$ cat config.mk
export PLATFORM = sky130hd
export DESIGN_NAME = prog_clk_divider
export DESIGN_NICKNAME = d
export VERILOG_FILES = /design/src/rtl/prog_clk_divider.sv
export SDC_FILE = /design/constraint.sdc
export NUM_CORES = 1
export LEC_CHECK = 0
export CORE_MARGIN = 2
export CORE_UTILIZATION = 38
export CTS_CLUSTER_SIZE = 12
export DETAILED_ROUTE_END_ITERATION = 10
export PLACE_DENSITY = 0.67
export SETUP_SLACK_MARGIN = 0.5
export SLEW_MARGIN = 15
export SYNTH_ARGS = -nofsm -noshare
export SYNTH_HDL_FRONTEND = slang
export SYNTH_SLANG_ARGS = --single-unit
$ cat constraint.sdc
create_clock -name clk -period 3.55 [get_ports clk]
set_clock_uncertainty 0.2 [all_clocks]
set_input_delay 0.71 -clock clk [delete_from_list [all_inputs] [get_ports clk]]
set_output_delay 0.71 -clock clk [all_outputs]
set_load 0.05 [all_outputs]
$ cat src/rtl/prog_clk_divider.sv
// NUM_CH-channel programmable clock divider. Each channel divides clk by a runtime divisor
// (even or odd). Divisor changes are double-buffered and take effect only at a period boundary.
module prog_clk_divider #(
    parameter int NUM_CH      = 4,
    parameter int DIV_W       = 8,
    parameter int DEFAULT_DIV = 2,
    localparam int CH_W       = (NUM_CH > 1) ? $clog2(NUM_CH) : 1
) (
    input  logic              clk,
    input  logic              resetn,
    input  logic [NUM_CH-1:0] ch_en,
    input  logic              restart,
    input  logic              cfg_wr,
    input  logic [CH_W-1:0]   cfg_ch,
    input  logic [DIV_W-1:0]  cfg_div,
    input  logic              cfg_err_clr,
    output logic [NUM_CH-1:0] div_out,
    output logic [NUM_CH-1:0] period_start,
    output logic              cfg_err
);

    logic [DIV_W-1:0]  cnt_q [NUM_CH];
    logic [DIV_W-1:0]  cnt_d [NUM_CH];
    logic [DIV_W-1:0]  act_q [NUM_CH];
    logic [DIV_W-1:0]  act_d [NUM_CH];
    logic [DIV_W-1:0]  shd_q [NUM_CH];
    logic [DIV_W-1:0]  shd_d [NUM_CH];
    logic [NUM_CH-1:0] div_q, div_d;
    logic [NUM_CH-1:0] ps_q, ps_d;
    logic              err_q, err_d;

    logic              cfg_ok;
    logic              cfg_bad;
    logic [NUM_CH-1:0] hit;
    logic [NUM_CH-1:0] start;

    always_comb begin
        // NOTE: every always_comb output gets a default first so no path leaves it unassigned (no latch).
        cfg_ok  = cfg_wr && (cfg_div >= DIV_W'(2)) && (int'(cfg_ch) < NUM_CH);
        cfg_bad = cfg_wr && !cfg_ok;
        hit     = '0;
        start   = '0;
        div_d   = '0;
        ps_d    = '0;
        err_d   = err_q;

        if (cfg_bad) begin
            err_d = 1'b1;
        end else if (cfg_err_clr) begin
            err_d = 1'b0;
        end

        for (int c = 0; c < NUM_CH; c++) begin
            hit[c]   = cfg_ok && (int'(cfg_ch) == c);
            shd_d[c] = hit[c] ? cfg_div : shd_q[c];
            act_d[c] = act_q[c];
            cnt_d[c] = cnt_q[c];

            // cnt==0 only while idle, so it doubles as the "was disabled" marker.
            start[c] = ch_en[c] && (restart || (cnt_q[c] == '0) || (cnt_q[c] == act_q[c]));

            if (!ch_en[c]) begin
                cnt_d[c] = '0;
            end else if (start[c]) begin
                // Shadow write-through: a write on a boundary edge is used for this very period.
                act_d[c] = shd_d[c];
                cnt_d[c] = DIV_W'(1);
                div_d[c] = 1'b1;
                ps_d[c]  = 1'b1;
            end else begin
                // Compare before increment so cnt never exceeds act, even at the maximum divisor.
                cnt_d[c] = cnt_q[c] + DIV_W'(1);
                div_d[c] = cnt_q[c] < ((act_q[c] >> 1) + {{(DIV_W-1){1'b0}}, act_q[c][0]});
            end
        end
    end

    always_ff @(posedge clk or negedge resetn) begin
        if (!resetn) begin
            // NOTE: divisor register arrays are reset on purpose: every channel must come up at DEFAULT_DIV.
            for (int c = 0; c < NUM_CH; c++) begin
                cnt_q[c] <= '0;
                act_q[c] <= DIV_W'(DEFAULT_DIV);
                shd_q[c] <= DIV_W'(DEFAULT_DIV);
            end
            div_q <= '0;
            ps_q  <= '0;
            err_q <= 1'b0;
        end else begin
            // NOTE: non-blocking assignments so every register samples pre-edge values.
            for (int c = 0; c < NUM_CH; c++) begin
                cnt_q[c] <= cnt_d[c];
                act_q[c] <= act_d[c];
                shd_q[c] <= shd_d[c];
            end
            div_q <= div_d;
            ps_q  <= ps_d;
            err_q <= err_d;
        end
    end

    assign div_out      = div_q;
    assign period_start = ps_q;
    assign cfg_err      = err_q;

endmodule

Yosys cells after proc, flatten, opt, wreduce, memory -nomap -nowiden
Cells that the tools add are included.
{ "totals": {"register_bits": 105, "output_inout_bits": 9} }
{ "op_classes": {"add_sub_neg": 8, "magnitude_cmp": 5, "n_eq_ne": 7, "n_mux": 30, "n_reduce_logical": 29} }
{ "ops": {"columns": ["op", "count"], "rows": [
  ["$mux W8", 12],
  ["$add A7 B1 Y8", 4],
  ["$add A8 B1 Y8 const B", 4],
  ["$eq A8 B8 Y1", 4],
  ["$logic_not A8 Y1", 4],
  ["$lt A8 B8 Y1", 4],
  ["$mux W1", 18],
  ["$logic_and A1 B1 Y1", 10],
  ["$ge A8 B2 Y1 const B", 1],
  ["$logic_or A1 B1 Y1", 8],
  ["$reduce_and A2 Y1", 4],
  ["$eq A2 B2 Y1 const B", 2],
  ["$eq A2 B1 Y1 const B", 1],
  ["$logic_not A2 Y1", 1],
  ["$reduce_bool A2 Y1", 1],
  ["$logic_not A1 Y1", 1]
]} }

Logic depth before layout (Yosys ltp)
Gate-level depths: netlist of the first run.
{ "logic_depth": {"word_depth": 6, "mapped_depth": 10, "depth_no_buf": 10} }

Worst setup path before layout of the first run
Ideal clock, no wire load.
{ "synth_path": {"path_kind": "reg2reg", "startpoint": "register act_q[25] in the netlist's numbering", "endpoint": "register div_q[0], in the netlist div_out[0]", "setup_time_ns": 0.065, "arrival_ns": 2.247, "path_slack_ns": 1.038, "stages_incl_launch_ff": 11, "n_path_buf": 0, "cell_sequence": "dfstp_2 -> ha_1 -> ha_1 -> nand2_1 -> or2_2 -> xor2_1 -> ha_1 -> nand4_1 -> a221oi_1 -> a2111oi_0 -> o21a_1"} }
{ "synth_between": {"elab_chain_len": 5} }
{ "synth_lines": {"columns": ["element", "line", "source"], "rows": [
  ["from (decl)", "24", "logic [DIV_W-1:0] act_q [NUM_CH];"],
  ["from (signal, indexed assignment)", "83", "act_q[c] <= DIV_W'(DEFAULT_DIV);"],
  ["from (signal, indexed assignment)", "93", "act_q[c] <= act_d[c];"],
  ["parallel branches: the longest is 3 deep, another holds $add A7 B1 Y8", null, null],
  ["$mux W1 (*)", "64", "end else if (start[c]) begin"],
  ["$mux W1 (*)", "62", "if (!ch_en[c]) begin"],
  ["via div_d[0]", "28", "logic [NUM_CH-1:0] div_q, div_d;"],
  ["to (signal assigned)", "96", "div_q <= div_d;"],
  ["to (decl)", "28", null]
]} }
Mark *: on every way through the listed nets, which the timed path passes.
A chain may end at the register's enable or synchronous reset.

Worst setup path after layout of the first run
{ "layout_path": {"startpoint": "register act_q[17] in the netlist's numbering", "endpoint": "register div_q[1], in the netlist div_out[1]"} }
Same word-level chain as after synthesis.

==> results of run 1 <==
power by group through the flow:
stage | clock (uW) | sequential [uW] | combinational (uW)
3_5_place_dp | 0 | 1580 | 720
6_report | 1000 | 1560 | 724
5_1_grt | 1070 | 1580 | 815
3_3_place_gp | 0 | 1580 | 690
4_1_cts | 1020 | 1560 | 728
2_1_floorplan | 0 | 1550 | 513
sequential cells by signal, indices dropped and copies added, names as in the netlist:
signal,cells
cfg_err,1
act_q,32
period_start,4
cnt_q,32
div_out,4
shd_q,32
cells in the mapped netlist (all sizes together) (2+ instances only):
master / number / area, sq um
o21a: 8 / 60.1
a22o: 28 / 254
dfstp: 8 / 210
a21boi: 4 / 30.0
a2111oi: 6 / 52.6
ha: 44 / 551
dfrtp: 97 / 2430
a21oi: 7 / 35.0
nand4: 14 / 87.6
and3: 18 / 114
xnor2: 46 / 403
and2: 2 / 12.5
nor3: 8 / 51.3
xor2: 30 / 263
nor4: 2 / 12.5
nor4b: 3 / 26.3
mux2: 36 / 409
nor2: 31 / 124
a221oi: 3 / 26.3
o21ai: 11 / 55.1
nand3: 28 / 140
inv: 25 / 93.8
nand2: 24 / 108
kinds of logic (layout without fill, tap and decap cells):
logic type / count (synthesis) / after routing
compound gates: 69 / 69
xor+xnor: 76 / 76
fa+ha+maj: 44 / 44
buf+inv: 27 / 70
flops: 105 / 105
mux: 36 / 36
simple gates: 134 / 134
stage by stage:
stage	power (uW)	util, %	instances
floorplan	2070	-	491
global placement	2270	42.2	702
detailed placement	2300	42.2	702
CTS	3310	44.3	718
global route	3470	44.3	718
finish	3280	44.3	718
worst max-delay path, stage by stage, from the launching register on:
cell	delay (ns)
dfstp_2	0.56
ha_1	0.19
ha_1	0.19
and3_1	0.21
nand3_1	0.11
xor2_1	0.17
ha_1	0.27
nand2_1	0.07
a2111oi_0	0.46
a2111oi_0	0.13
o21a_1	0.19
worst paths after layout:
path                                             from                   end  slack, ns  cells past startpoint
worst min register to register    shd_q[21]$_DFF_PN0_   shd_q[21]$_DFF_PN0_       0.30                      1
worst min-delay path                           resetn   cnt_q[31]$_DFF_PN0_       0.16                      1
worst max register to register  act_q[17]$_DFFE_PN1P_  div_out[1]$_DFF_PN0_       0.70                     10
max in group asynchronous                      resetn  act_q[1]$_DFFE_PN1P_       2.13                      2
min in group clk                  shd_q[21]$_DFF_PN0_   shd_q[21]$_DFF_PN0_       0.30                      1
worst max-delay path            act_q[17]$_DFFE_PN1P_  div_out[1]$_DFF_PN0_       0.70                     10
layout make-up:
cell class / count / area (sq um) / share of cell area [%]
multi-input combinational: 359 / 2870 / 44.8
sequential: 105 / 2640 / 41.1
timing repair buffer: 29 / 283 / 4.41
clock buffer: 11 / 243 / 3.79
tap: 184 / 230 / 3.59
inverter: 25 / 93.8 / 1.46
clock inverter: 5 / 55.1 / 0.859
layout by cell type, fill, tap and decap left out, drive strengths merged:
cell / n
buf: 3
dfstp: 8
o21ai: 11
o21a: 8
and4: 1
bufinv: 1
nor2: 31
or2: 1
mux2: 36
o22ai: 1
a2111oi: 6
clkbuf: 11
nor3b: 1
xor2: 30
xnor2: 46
clkinv: 2
nand3: 28
clkinvlp: 2
a221oi: 3
clkdlybuf4s50: 26
ha: 44
a21oi: 7
nor3: 8
nand2b: 1
a31oi: 1
nand2: 24
nor4: 2
nand4: 14
dfrtp: 97
a22o: 28
and3: 18
a21boi: 4
nor4b: 3
and2: 2
inv: 25
what timing repair did:
item,in CTS,in global routing
hold buffers,0,0
gates resized for setup,0,2
setup endpoints to repair,0,2
metal layers:
| metal | vias up | GRT usage [%] | part of all wire, % | wire (um) |
|---|---|---|---|---|
| met2 | 49 | 22.9 | 46 | 5180 |
| li1 | 1833 | - | - | - |
| met5 | - | 0 | 0 | 0 |
| met3 | 14 | 2.31 | 2.5 | 279 |
| met4 | 0 | 5.69 | 1.8 | 203 |
| met1 | 1861 | 21.3 | 50 | 5690 |
==> impl_results.md, run 1 <==
- Post-synth EDFFs: 0
- Max_cap viols: 0
- Core Box Area: 0.0145 sq mm
- Htree depth: 3
- Post-route clock period utilization: 80.2%
- Fmax: 351 MHz
- Setup TNS: 0 ns
- XOR/XNOR Fraction of Synth Area: 11.9%
- Endpoints failing hold: 0
- Peak supply drop: 0.244 mV
- Setup CP Type: flip-flop to flip-flop
- Worst-skew pair later-pin latency: 0.35 ns
- Max Root-Sink Buffers: 2
- Crit end category: flip-flop
- Syn Inst Count: 491
- Share of post-route cells with drive strength above 1: 14.8%
- CTS tree: done
- Synth Cell Area: 0.00561 sq mm
- Synth async-reset ratio: 100%
- Setup bufs post-CTS: 0
- # setup viols final: 0
- First-pass iteration count of the detailed router: 5
- Startpoint types: flip-flop
- Sinks on Clock Net: 105
- Final Instance Area: 0.00641 sq mm
- Main synth FF type: dfrtp_1
- Syn-to-layout area delta: 14.3%
- Min Tclk post-route: 2.85 ns
- N_diodes: 0
- Pre-CTS setup slack: 0.596 ns
- FP Rows: 44
- NetSw: 965 uW
- Largest family of logic cells by synthesized area: simple AND/OR/NAND/NOR gates
- Die width: 125 um
- Drc violations: 0
- Status: complete, no violations
- Vias in the first global route: 3777
- Worst hold slack: 0.160 ns
- Compound-Gate Fraction of Synth Area: 9.37%
- Comb pwr share: 22.1%
- Crit path max fanout: 3
- Setup WS post-layout: 0.702 ns
- Register area share after synthesis: 47.0%
- Dpl cell area: 0.00611 sq mm
- Max-slew violation count: 0
- Register share of total power: 47.5%
- Gpl congestion: 0.888
- Die ar.: 0.0157 sq mm
- I/O pins: 28
- Routed Antenna Nets: 0
- Leakage: 0.00279 uW
- CTS buffer count: 9
- Synth Net Count: 554
- CP arrival: 2.89 ns
- Hold WC Path Type: primary input to asynchronous set/reset pin
- #FFs+latches synth: 105
- Die height: 125 um
- Drt via density: 5.23
- RSZ-0062 raised after global routing: yes
- Internal power: 2320 uW
- Synth Area in Simple Gates: 12.8%
- Starting DRT DRC Count: 168
- WL per Instance: 15.8 um
- Clock Power Share: 30.5%
- Worst-Margin Slew: 0.600 ns
- Relative slew slack: 60.0%
- All-Layer GR Usage: 14.9%
- Net Sw Frac: 29.4%
- Pin count of the biggest net entering global routing: 49
- Post-Synth Adder-Cell Area: 9.81%
- Antenna violations before repair: 0
- Power per Cell Area: 512 mW/mm^2
- CP Data Required Time: 3.59 ns
- Number of synthesis warnings: 0
- Starting Density: 38.7%
- Vias: 3757
- Fillcell total: 1310
- DP HPWL: 8210 um
- Final WL: 11400 um
- Clock transition at the registers of the reported paths: 0.07 ns
- # port buffers: 27
- Grt ovf: 0
- NumNets Final: 592
- Mux cell area share after synthesis: 7.29%
- First-pass GRT wire length: 19100 um
- Cell variety after synth: 38
- Syn avg cell area: 11.4 sq um
- Root buf cell: clkbuf_16
(Power assumes the default switching activity.)
==> run 2: changes to the inputs <==
- PLACE_DENSITY: 0.67 -> 0.69
- clock period: 3.55 -> 2.4 ns (I/O delays scaled with it)
==> run 2 against run 1 <==
Against the previous run:
- the run now ends with hold timing, setup timing left
- clock power rose by 73%
- first-iteration DRC count is 67% higher
- worst setup slack worse by 0.82 ns
- utilization is 8.8 points higher
- count of clock-buffer cells in the layout shrank 1
- non-clock buffer count increased by 68
- critical path depth stayed put
- register-to-register slack worse by 0.82 ns
- final area rose by 20%
- sequential share of layout area shrank 6.7 points
- combinational power grew 140%
- total power grew 76%
- critical path type unchanged
==> impl_results.md, run 2 (synthesis gave the netlist of run 1 again) <==
- Fmax: 398 MHz (+13%)
- Status: complete, but fails checks
- Leakage: 0.00342 uW (+23%)
- Post-route clock period utilization: 105% (+25 points)
- Startpoint types: flip-flop
- CTS buffer count: 9 (unchanged)
- Max-slew violation count: 0 (unchanged)
- Relative slew slack: 62.4% (+2.5 points)
- Hold WC Path Type: primary input to asynchronous set/reset pin
- CTS tree: done
- I/O pins: 28 (unchanged)
- Routed Antenna Nets: 0 (unchanged)
- Commonest cells after routing, fill and taps aside: 89 x dfrtp_1, 52 x buf_4, 42 x xnor2_1
- Crit end category: flip-flop
- Drt via density: 5.33 (+1.9%)
- Root buf cell: clkbuf_16
- CP Data Required Time: 2.44 ns (-1.15 ns)
- Power per Cell Area: 752 mW/mm^2 (+47%)
- Worst-Margin Slew: 0.563 ns (-0.0369 ns)
- Reg2reg end: div_out[1]$_DFF_PN0_
- Fillcell total: 1183 (-9.7%)
- Pre-CTS setup slack: -0.118 ns (-0.714 ns)
- Antenna violations before repair: 1 (+1)
- CP max stage delay: 0.56 ns (about the same)
- Die ar.: 0.0157 sq mm (unchanged)
- Min Tclk post-route: 2.51 ns (-0.333 ns)
- Clock transition at the registers of the reported paths: 0.07 ns (about the same)
- Cells along the critical path: ha_4, ha_4, and3_4, nand3_2, xor2_1, ha_1, nand2_2, a2111oi_4, a2111oi_2, o21a_1
- Util after Layout: 53.1% (+8.8 points)
- Worst r2r path cells: 10 (unchanged)
- Most common cell after layout, fill and taps aside: dfrtp_1
- Biggest regs: act_q (32), cnt_q (32), shd_q (32)
- All-Layer GR Usage: 17.7% (+2.8 points)
- First-pass iteration count of the detailed router: 4 (-1)
- Worst hold slack: -0.00817 ns (-0.168 ns)
- Setup WS post-layout: -0.115 ns (-0.817 ns)
- NumNets Final: 663 (+12%)
- Htree depth: 3 (unchanged)
- Vias in the first global route: 4367 (+16%)
- Sinks on Clock Net: 105 (unchanged)
- # port buffers: 27 (unchanged)
- Dpl cell area: 0.00665 sq mm (+8.8%)
- # setup viols final: 2 (+2)
- Pin count of the biggest net entering global routing: 106 (+120%)
- Share of post-route cells with drive strength above 1: 38.0% (+23 points)
- Reg-to-reg startpoint: act_q[17]$_DFFE_PN1P_
- Worst R2R Setup Slack: -0.11 ns (-0.82 ns)
- DP HPWL: 8780 um (+6.9%)
- RSZ-0062 raised after global routing: yes
- First-pass GRT wire length: 22400 um (+18%)
- Starting Density: 38.7% (unchanged)
- Final Instance Area: 0.00769 sq mm (+20%)
- Drc violations: 0 (unchanged)
- Slowest cell on crit path: dfstp_2
- Vias: 4214 (+12%)
- CP arrival: 2.56 ns (-0.33 ns)
- Worst-skew pair later-pin latency: 0.35 ns (about the same)
- Gpl congestion: 0.852 (-4.1%)
- Max_cap viols: 0 (unchanged)
- Syn-to-layout area delta: 37.0%
- Starting DRT DRC Count: 280 (+67%)
- Grt ovf: 0 (unchanged)
- Cell family with most CP delay: compound AO/OA/AOI/OAI gates
- Final WL: 13800 um (+22%)
- Failing checks: hold timing, setup timing
- Max Root-Sink Buffers: 2 (unchanged)
- Die width: 125 um (unchanged)
- WP buf/inv: 0 (unchanged)
- Endpoints failing hold: 13 (+13)
- Crit-path most repeated cell: ha_4
- Crit path max fanout: 3 (unchanged)
- Core Box Area: 0.0145 sq mm (unchanged)
- FP Rows: 44 (unchanged)
- Peak supply drop: 0.457 mV (+88%)
- Setup CP Type: flip-flop to flip-flop
- Die height: 125 um (unchanged)
- WL per Instance: 17.5 um (+11%)
[run 2: cell count changes in the layout (fill, tap and decap cells not counted), moves of 13 or more]
cell,previous run,this run
mux2_4,1,28
buf_4,3,52
nand2_1,19,6
clkdlybuf4s50_1,26,8
mux2_2,35,8
buf_6,0,16
[run 2: final cells by class]
type	instances	area, sq um	area share [%]
Timing Repair Buffer	97	877	11.4
Multi-Input combinational cell	362	3480	45.3
Inverter	25	93.8	1.22
Clock inverter	6	113	1.47
Tap cell	184	230	3.00
Sequential cell	105	2650	34.4
Clock buffer	10	239	3.11
Antenna cell	1	2.50	0.0326
[run 2: worst max path at each step]
stage,startpoint,endpoint,cells after the start
CTS,act_q[17]$_DFFE_PN1P_,div_out[1]$_DFF_PN0_,9
global placement,cfg_div[5],act_q[24]$_DFFE_PN0P_,6
floorplan,act_q[17]$_DFFE_PN1P_,div_out[1]$_DFF_PN0_,10
global route,act_q[17]$_DFFE_PN1P_,div_out[1]$_DFF_PN0_,10
finish,act_q[17]$_DFFE_PN1P_,div_out[1]$_DFF_PN0_,10
detailed placement,act_q[17]$_DFFE_PN1P_,div_out[1]$_DFF_PN0_,10
[run 2: through the flow]
step                TNS [ns]  cells  total power [uW]
floorplan                  0    491              3140
global placement      -0.724    748              3580
detailed placement     -1.50    748              3640
CTS                  -0.0807    781              5580
global route          -0.431    789              6070
finish                -0.194    790              5780
[run 2: where the power goes]
| group | switching [uW] | internal [uW] | total (uW) |
|---|---|---|---|
| sequential | 265 | 2040 | 2310 |
| clock | 677 | 1050 | 1730 |
| combinational | 788 | 954 | 1740 |
[run 2: metal layers]
metal	GRT usage [%]	up-vias	wire, um
met2	28.1	82	6560
met4	7.45	0	366
met3	2.05	20	413
met1	24.5	2133	6480
li1	-	1979	-
met5	0	-	0
[run 2: repair_timing]
action / CTS / global route
gates resized for setup: 78 / 83
cloned: 3 / 1
setup endpoints to repair: 47 / 69
hold buffers: 0 / 0
pin swaps: 15 / 31
buffers inserted: 14 / 7
